`src/rtl/r_pkg.sv`:
```
`default_nettype none
// ============================================================================
//  Module   : r_pkg
//  Purpose  : Shared types and defaults for the router write-side controller.
//  Revision : 1.0 - initial release
// ============================================================================
package r_pkg;

    localparam int NUM_PORTS = 4;
    localparam int TIMEOUT   = 30;
    localparam int CNT_W     = 5;
    localparam int ADDR_W    = 2;

    typedef enum logic [2:0] {
        DECODE_ADDRESS     = 3'd0,
        LOAD_FIRST_DATA    = 3'd1,
        LOAD_DATA          = 3'd2,
        FIFO_FULL_STATE    = 3'd3,
        LOAD_AFTER_FULL    = 3'd4,
        LOAD_PARITY        = 3'd5,
        CHECK_PARITY_ERROR = 3'd6,
        WAIT_TILL_EMPTY    = 3'd7
    } r_state_t;

    typedef struct packed {
        logic detect_add;
        logic lfd_state;
        logic ld_state;
        logic laf_state;
        logic full_state;
        logic rst_int_reg;
        logic busy;
        logic write_enb_reg;
    } r_flags_t;

    // Moore output decode shared by reset and run-time paths.
    function automatic r_flags_t decode_flags(input r_state_t st);
        r_flags_t f;
        f = '0;
        case (st)
            DECODE_ADDRESS: begin
                f.detect_add = 1'b1;
            end
            LOAD_FIRST_DATA: begin
                f.lfd_state     = 1'b1;
                f.busy          = 1'b1;
                f.write_enb_reg = 1'b1;
            end
            LOAD_DATA: begin
                f.ld_state      = 1'b1;
                f.write_enb_reg = 1'b1;
            end
            FIFO_FULL_STATE: begin
                f.full_state = 1'b1;
                f.busy       = 1'b1;
            end
            LOAD_AFTER_FULL: begin
                f.laf_state     = 1'b1;
                f.busy          = 1'b1;
                f.write_enb_reg = 1'b1;
            end
            LOAD_PARITY: begin
                f.busy          = 1'b1;
                f.write_enb_reg = 1'b1;
            end
            CHECK_PARITY_ERROR: begin
                f.rst_int_reg = 1'b1;
                f.busy        = 1'b1;
            end
            WAIT_TILL_EMPTY: begin
                f.busy = 1'b1;
            end
            default: f = '0;
        endcase
        return f;
    endfunction

endpackage
`default_nettype wire

```
`src/rtl/r_if.sv`:
```
`default_nettype none
// ============================================================================
//  Module   : r_if
//  Purpose  : Source, register-block and FIFO-side signals of the controller.
//  Revision : 1.0 - initial release
// ============================================================================
interface r_if;
    import r_pkg::*;

    logic                 pkt_valid;
    logic [7:0]           data_in;
    logic [NUM_PORTS-1:0] fifo_full;
    logic [NUM_PORTS-1:0] fifo_empty;
    logic [NUM_PORTS-1:0] read_enb;
    logic                 parity_done;
    logic                 low_pkt_valid;

    logic [NUM_PORTS-1:0] write_enb;
    logic                 write_enb_reg;
    logic                 detect_add;
    logic                 lfd_state;
    logic                 ld_state;
    logic                 laf_state;
    logic                 full_state;
    logic                 rst_int_reg;
    logic                 busy;
    logic [NUM_PORTS-1:0] vld_out;
    logic [NUM_PORTS-1:0] soft_reset;

    modport slave (
        input  pkt_valid, data_in, fifo_full, fifo_empty, read_enb,
               parity_done, low_pkt_valid,
        output write_enb, write_enb_reg, detect_add, lfd_state, ld_state,
               laf_state, full_state, rst_int_reg, busy, vld_out, soft_reset
    );

    modport master (
        output pkt_valid, data_in, fifo_full, fifo_empty, read_enb,
               parity_done, low_pkt_valid,
        input  write_enb, write_enb_reg, detect_add, lfd_state, ld_state,
               laf_state, full_state, rst_int_reg, busy, vld_out, soft_reset
    );

endinterface
`default_nettype wire

```
`src/rtl/r_sr_timer.sv`:
```
`default_nettype none
// ============================================================================
//  Module   : r_sr_timer
//  Purpose  : Per-port unread-data timer producing a one-cycle soft reset.
//  Revision : 1.0 - initial release
// ============================================================================
module r_sr_timer #(
    parameter int TIMEOUT = 30,
    parameter int CNT_W   = 5
) (
    input  logic clk,
    input  logic resetn,
    input  logic vld,
    input  logic read_enb,
    output logic soft_reset
);

    localparam logic [CNT_W-1:0] c_last = CNT_W'(TIMEOUT - 1);

    logic [CNT_W-1:0] r_cnt;
    logic             r_soft_reset;
    logic             w_idle;

    assign w_idle = vld && !read_enb;

    // Counter restarts on the firing edge so it never exceeds c_last.
    always_ff @(posedge clk or negedge resetn) begin
        if (!resetn) begin
            r_cnt        <= '0;
            r_soft_reset <= 1'b0;
        end else if (w_idle && (r_cnt == c_last)) begin
            r_cnt        <= '0;
            r_soft_reset <= 1'b1;
        end else if (w_idle) begin
            r_cnt        <= r_cnt + CNT_W'(1);
            r_soft_reset <= 1'b0;
        end else begin
            r_cnt        <= '0;
            r_soft_reset <= 1'b0;
        end
    end

    assign soft_reset = r_soft_reset;

endmodule
`default_nettype wire

```
`src/rtl/r_ctrl.sv`:
```
`default_nettype none
// ============================================================================
//  Module   : r_ctrl
//  Purpose  : Router write-side FSM, address latch, write decode and timeouts.
//  Revision : 1.0 - initial release
// ============================================================================
module r_ctrl #(
    parameter int TIMEOUT = r_pkg::TIMEOUT,
    parameter int CNT_W   = r_pkg::CNT_W
) (
    input  logic clk,
    input  logic resetn,
    r_if.slave   bus
);
    import r_pkg::*;

    r_state_t             r_state;
    r_state_t             w_next;
    r_flags_t             r_flags;
    logic [ADDR_W-1:0]    r_addr;
    logic [ADDR_W-1:0]    w_hdr_addr;
    logic [NUM_PORTS-1:0] w_vld;
    logic [NUM_PORTS-1:0] w_soft_reset;
    logic [NUM_PORTS-1:0] w_write_enb;
    logic                 w_unused_data;

    assign w_hdr_addr    = bus.data_in[ADDR_W-1:0];
    assign w_unused_data = ^bus.data_in[7:ADDR_W];
    assign w_vld         = ~bus.fifo_empty;

    always_comb begin
        w_next = r_state;
        case (r_state)
            DECODE_ADDRESS: begin
                if (bus.pkt_valid) begin
                    w_next = bus.fifo_empty[w_hdr_addr] ? LOAD_FIRST_DATA
                                                        : WAIT_TILL_EMPTY;
                end
            end
            LOAD_FIRST_DATA: w_next = LOAD_DATA;
            LOAD_DATA: begin
                if (bus.fifo_full[r_addr])
                    w_next = FIFO_FULL_STATE;
                else if (!bus.pkt_valid)
                    w_next = LOAD_PARITY;
            end
            FIFO_FULL_STATE: begin
                if (!bus.fifo_full[r_addr])
                    w_next = LOAD_AFTER_FULL;
            end
            LOAD_AFTER_FULL: begin
                if (bus.parity_done)
                    w_next = DECODE_ADDRESS;
                else if (bus.low_pkt_valid)
                    w_next = LOAD_PARITY;
                else
                    w_next = LOAD_DATA;
            end
            LOAD_PARITY: w_next = CHECK_PARITY_ERROR;
            CHECK_PARITY_ERROR: begin
                w_next = bus.fifo_full[r_addr] ? FIFO_FULL_STATE : DECODE_ADDRESS;
            end
            WAIT_TILL_EMPTY: begin
                if (bus.fifo_empty[r_addr])
                    w_next = LOAD_FIRST_DATA;
            end
            default: w_next = DECODE_ADDRESS;
        endcase
        // A timeout on the active destination abandons the packet outright.
        if ((r_state != DECODE_ADDRESS) && w_soft_reset[r_addr])
            w_next = DECODE_ADDRESS;
    end

    // Flags are registered from the next state so they track r_state exactly.
    always_ff @(posedge clk or negedge resetn) begin
        if (!resetn) begin
            r_state <= DECODE_ADDRESS;
            r_flags <= decode_flags(DECODE_ADDRESS);
            r_addr  <= '0;
        end else begin
            r_state <= w_next;
            r_flags <= decode_flags(w_next);
            if ((r_state == DECODE_ADDRESS) && bus.pkt_valid)
                r_addr <= w_hdr_addr;
        end
    end

    always_comb begin
        w_write_enb = '0;
        if (r_flags.write_enb_reg)
            w_write_enb[r_addr] = 1'b1;
    end

    for (genvar g = 0; g < NUM_PORTS; g++) begin : g_timer
        r_sr_timer #(
            .TIMEOUT (TIMEOUT),
            .CNT_W   (CNT_W)
        ) u_timer (
            .clk        (clk),
            .resetn     (resetn),
            .vld        (w_vld[g]),
            .read_enb   (bus.read_enb[g]),
            .soft_reset (w_soft_reset[g])
        );
    end

    assign bus.write_enb     = w_write_enb;
    assign bus.write_enb_reg = r_flags.write_enb_reg;
    assign bus.detect_add    = r_flags.detect_add;
    assign bus.lfd_state     = r_flags.lfd_state;
    assign bus.ld_state      = r_flags.ld_state;
    assign bus.laf_state     = r_flags.laf_state;
    assign bus.full_state    = r_flags.full_state;
    assign bus.rst_int_reg   = r_flags.rst_int_reg;
    assign bus.busy          = r_flags.busy;
    assign bus.vld_out       = w_vld;
    assign bus.soft_reset    = w_soft_reset;

endmodule
`default_nettype wire
```
`src/flat_wrapper.sv`:
```
// flat-port wrapper written by rule: the top's interface ports become plain ports
module r_ctrl_flat import r_pkg::*;
#(
    parameter int TIMEOUT = r_pkg::TIMEOUT,
    parameter int CNT_W   = r_pkg::CNT_W
)
  (clk, resetn, bus_pkt_valid, bus_data_in, bus_fifo_full, bus_fifo_empty, bus_read_enb, bus_parity_done, bus_low_pkt_valid, bus_write_enb, bus_write_enb_reg, bus_detect_add, bus_lfd_state, bus_ld_state, bus_laf_state, bus_full_state, bus_rst_int_reg, bus_busy, bus_vld_out, bus_soft_reset);
  r_if bus_i ();
  input  logic clk;
  input  logic resetn;
  input wire logic [$bits(bus_i.pkt_valid)-1:0] bus_pkt_valid;
  input wire logic [$bits(bus_i.data_in)-1:0] bus_data_in;
  input wire logic [$bits(bus_i.fifo_full)-1:0] bus_fifo_full;
  input wire logic [$bits(bus_i.fifo_empty)-1:0] bus_fifo_empty;
  input wire logic [$bits(bus_i.read_enb)-1:0] bus_read_enb;
  input wire logic [$bits(bus_i.parity_done)-1:0] bus_parity_done;
  input wire logic [$bits(bus_i.low_pkt_valid)-1:0] bus_low_pkt_valid;
  output wire logic [$bits(bus_i.write_enb)-1:0] bus_write_enb;
  output wire logic [$bits(bus_i.write_enb_reg)-1:0] bus_write_enb_reg;
  output wire logic [$bits(bus_i.detect_add)-1:0] bus_detect_add;
  output wire logic [$bits(bus_i.lfd_state)-1:0] bus_lfd_state;
  output wire logic [$bits(bus_i.ld_state)-1:0] bus_ld_state;
  output wire logic [$bits(bus_i.laf_state)-1:0] bus_laf_state;
  output wire logic [$bits(bus_i.full_state)-1:0] bus_full_state;
  output wire logic [$bits(bus_i.rst_int_reg)-1:0] bus_rst_int_reg;
  output wire logic [$bits(bus_i.busy)-1:0] bus_busy;
  output wire logic [$bits(bus_i.vld_out)-1:0] bus_vld_out;
  output wire logic [$bits(bus_i.soft_reset)-1:0] bus_soft_reset;
  assign bus_i.pkt_valid = bus_pkt_valid;
  assign bus_i.data_in = bus_data_in;
  assign bus_i.fifo_full = bus_fifo_full;
  assign bus_i.fifo_empty = bus_fifo_empty;
  assign bus_i.read_enb = bus_read_enb;
  assign bus_i.parity_done = bus_parity_done;
  assign bus_i.low_pkt_valid = bus_low_pkt_valid;
  assign bus_write_enb = bus_i.write_enb;
  assign bus_write_enb_reg = bus_i.write_enb_reg;
  assign bus_detect_add = bus_i.detect_add;
  assign bus_lfd_state = bus_i.lfd_state;
  assign bus_ld_state = bus_i.ld_state;
  assign bus_laf_state = bus_i.laf_state;
  assign bus_full_state = bus_i.full_state;
  assign bus_rst_int_reg = bus_i.rst_int_reg;
  assign bus_busy = bus_i.busy;
  assign bus_vld_out = bus_i.vld_out;
  assign bus_soft_reset = bus_i.soft_reset;
  r_ctrl #(.TIMEOUT(TIMEOUT), .CNT_W(CNT_W)) u_core (.clk(clk), .resetn(resetn), .bus(bus_i));
endmodule
```
`config.mk`:
```
export PLATFORM = sky130hd
export DESIGN_NAME = r_ctrl_flat
export DESIGN_NICKNAME = d
export VERILOG_FILES = /design/src/rtl/r_pkg.sv /design/src/rtl/r_if.sv /design/src/rtl/r_sr_timer.sv /design/src/rtl/r_ctrl.sv /design/src/flat_wrapper.sv
export SDC_FILE = /design/constraint.sdc
export NUM_CORES = 1
export LEC_CHECK = 0
export ABC_AREA = 1
export CAP_MARGIN = 0
export CORE_MARGIN = 1
export CORE_UTILIZATION = 50
export CTS_CLUSTER_DIAMETER = 50
export DETAILED_ROUTE_END_ITERATION = 7
export GPL_ROUTABILITY_DRIVEN = 0
export PLACE_DENSITY = 0.82
export SYNTH_ARGS = -nofsm -noshare
export SYNTH_HDL_FRONTEND = slang
export SYNTH_SLANG_ARGS = --single-unit
```
`constraint.sdc`:
```
create_clock -name clk -period 1.65 [get_ports clk]
set_clock_uncertainty 0.05 [all_clocks]
set_input_delay 0.33 -clock clk [delete_from_list [all_inputs] [get_ports clk]]
set_output_delay 0.33 -clock clk [all_outputs]
set_load 0.1 [all_outputs]
```
==> metrics.cfg <==
[global_route]
first_global_vias=1671
grt-ovfl-total=0
grt_antenna_before_repair=0
grt_max_degree=24
grt_pass1_wl_mm=7.25
grtUsageTotal=0.223

[placed_design]
dp_hpwl_mm=3.18
portBuffers=38

[cells_and_area]
fin_nets=309
top_register=u_core.g_timer.u_timer.r_cnt
utilization=0.726
largest_reg_flops=20
drive_above_1_share=0.314
syn_to_final_growth_pct=39.6
num_antenna_cells=0

[cts]
cts_tree=built
clockRootBuffer=clkbuf_8
cts_max_path_buffers=2
clock_latency_ns=0.29
clkSlewWorstSetupHoldPaths_ns=0.07
h-tree-depth=2
cts_buffers=5
clock_sinks=37
cts_setup_buffers=0
cts_hold_buf=0

[worst_setup_path]
start_kind=flop
critPathMaxStageDelay_ns=0.49
cp.required_ns=1.27
worstPathMaxFanout=4
cp.arrival_ns=1.35
worst-path-buf-inv=2
cp_cell_sequence=inv_1 > nor3_4 > buf_12
cp_top_family=flip-flops
slowest_stage=dfrtp_4
r2r_start=u_core.r_addr[0]
criticalPathCategory=flop to output pin
cp-startpoint=u_core.bus.write_enb_reg
endpoint_kind=output pin

[synth]
syn_area_per_cell_um2=9.12
ys_warn_count=0
ys_top_cells_by_area=dfrtp_1 43%, nor2_1 6.1%, nand2_1 6.0%, ha_1 4.8%, xor2_1 3.4%
syn-num-nets=261
synth_largest_area_cell=dfrtp_1
ys_seq_area_frac=0.446
synth.top_cell.area_share=0.433
synthCells=228
synthDistinctLibCells=27
synth-seq-cells=37
synthesis.area_mm2=0.00208

[floorplanning]
die_w_um=66.5
initial_core_util=0.520
chipHeight_um=66.5
coreArea_mm2=0.00400
rows=23
ioPinCount=45
dieArea_mm2=0.00442

[routing]
vias=1614
drt_iter0_drc=62
met1_length_mm=1.76
routed_wirelength_mm=4.14
drc=0
routedWlPerCell_um=12.7
top_layer_used=met4
met3_length_um=153
via_per_inst=4.94
ant_nets=0
wl_met2_mm=2.14
dr.pass1.iters=4

[timing]
period_share=1.05
hold_violations=0
slew_viol_final=0
period_minus_slack_ns=1.73
setup_viol=4
finalWorstSetupSlack_ns=-0.0765
max_clock_freq_mhz=579
worstMarginPinSlew_ns=0.415
grt_setup_unrepaired=yes
max_slew_margin=0.722

[status]
outcome=finished, violations left
violations=negative setup slack

[power_and_ir_drop]
p_sw_mw=2.24
p_per_area_mw_per_mm2=1590
power_frac_seq=0.267
p_total_mw=4.62
clkPwrFrac=0.141
combPwrFrac=0.592
swShare=0.485
p_int_mw=2.38
ir_worst_vdd_mv=0.905
p_leak_nw=1.40

[flow_run]
maxCapViolations=0

[min_path]
hold_path.class=input port to async pin

## metal layers
| metal | vias to the layer above | global-route usage |
|---|---|---|
| li1 | 815 | - |
| met1 | 757 | 0.267 |
| met2 | 33 | 0.386 |
| met3 | 9 | 0.0497 |
| met4 | 0 | 0.0904 |
| met5 | - | 0 |
## cell usage after synthesis, drive strengths merged
master and count:
xor2 8, nand2 48, clkinv 1, nand3b 1
and3 8, ha 8, buf 11, nand4 4
nor3 6, o21ai 7, inv 23, a21oi 3
dfstp 1, dfrtp 36, xnor2 4, nor2 41
nand3 18
## worst register-to-register path, stage by stage (launching register included)
cell     delay (ns)
dfrtp_1        0.40
buf_12         0.16
nand2_1        0.12
nor2_1         0.06
nor2_2         0.10
nand3_2        0.12
nand3_2        0.12
nand2_4        0.07
buf_4          0.14
nor3_2         0.10
## final cells by class
| type | count | area (µm²) |
|---|---|---|
| Clock buffer | 8 | 90.1 |
| Fill cell | 285 | 1100 |
| Inverter | 24 | 103 |
| Multi-Input combinational cell | 156 | 1000 |
| Sequential cell | 37 | 933 |
| Tap cell | 50 | 62.6 |
| Timing Repair Buffer | 52 | 713 |
## cell usage in the layout, fill, tap and decap left out, types with 3 or more instances in the layout
cell type / n
ha_1: 8
clkdlybuf4s50_1: 17
buf_12: 22
buf_4: 12
inv_2: 4
nor3_4: 3
xnor2_1: 4
nor2_2: 7
nand2_1: 33
dfrtp_1: 33
o21ai_0: 5
nand2_4: 6
a21oi_1: 3
nand2_2: 9
clkbuf_8: 6
nor2_1: 33
nand3_2: 6
xor2_1: 8
nand3_1: 12
and3_1: 8
inv_1: 18
## timing repair
action / in CTS / in global routing
pin swaps: 0 / 0
endpoints found under the setup margin: 4 / 7
gates resized for setup: 0 / 3
## cells by family after synthesis
group,count (synthesis),share of synthesized area
compound gates,10,0.0241
xor+xnor,12,0.0505
fa+ha+maj,8,0.0481
buf+inv,35,0.0927
flops,37,0.446
simple gates,126,0.339
## power by group through the flow
stage	Combinational [mW]	Clock (mW)	Sequential [mW]
finish	2.73	0.650	1.23
global route	2.94	0.687	1.25
CTS	2.76	0.660	1.23
detailed placement	2.75	0	1.25
global placement	2.69	0	1.24
floorplan	1.59	0	1.59
## worst paths after layout
kind	end	slack (ns)	cells after the start
max in group asynchronous	u_core.r_addr[1]	0.79	2
min reg2reg	u_core.g_timer[3].u_timer.r_cnt[0]	0.45	1
min	u_core.bus.lfd_state	0.29	1
max	bus_write_enb[0]	-0.08	3
max reg2reg	u_core.bus.laf_state	0.13	9
min in group clk	u_core.g_timer[3].u_timer.r_cnt[0]	0.45	1
## stage by stage
stage | std cells | hold WS, ns | TNS, ns | worst slack, ns | area [µm²]
2_1_floorplan | 228 | -0.0156 | -1.14 | -0.386 | 2120
3_3_place_gp | 319 | 0.430 | -0.926 | -0.170 | 2810
3_5_place_dp | 319 | 0.439 | -1.35 | -0.234 | 2810
4_1_cts | 327 | 0.295 | -0.304 | -0.0941 | 2900
5_1_grt | 327 | 0.306 | -0.413 | -0.120 | 2900
6_report | 327 | 0.287 | -0.235 | -0.0765 | 2900
(Power assumes the default switching activity.)
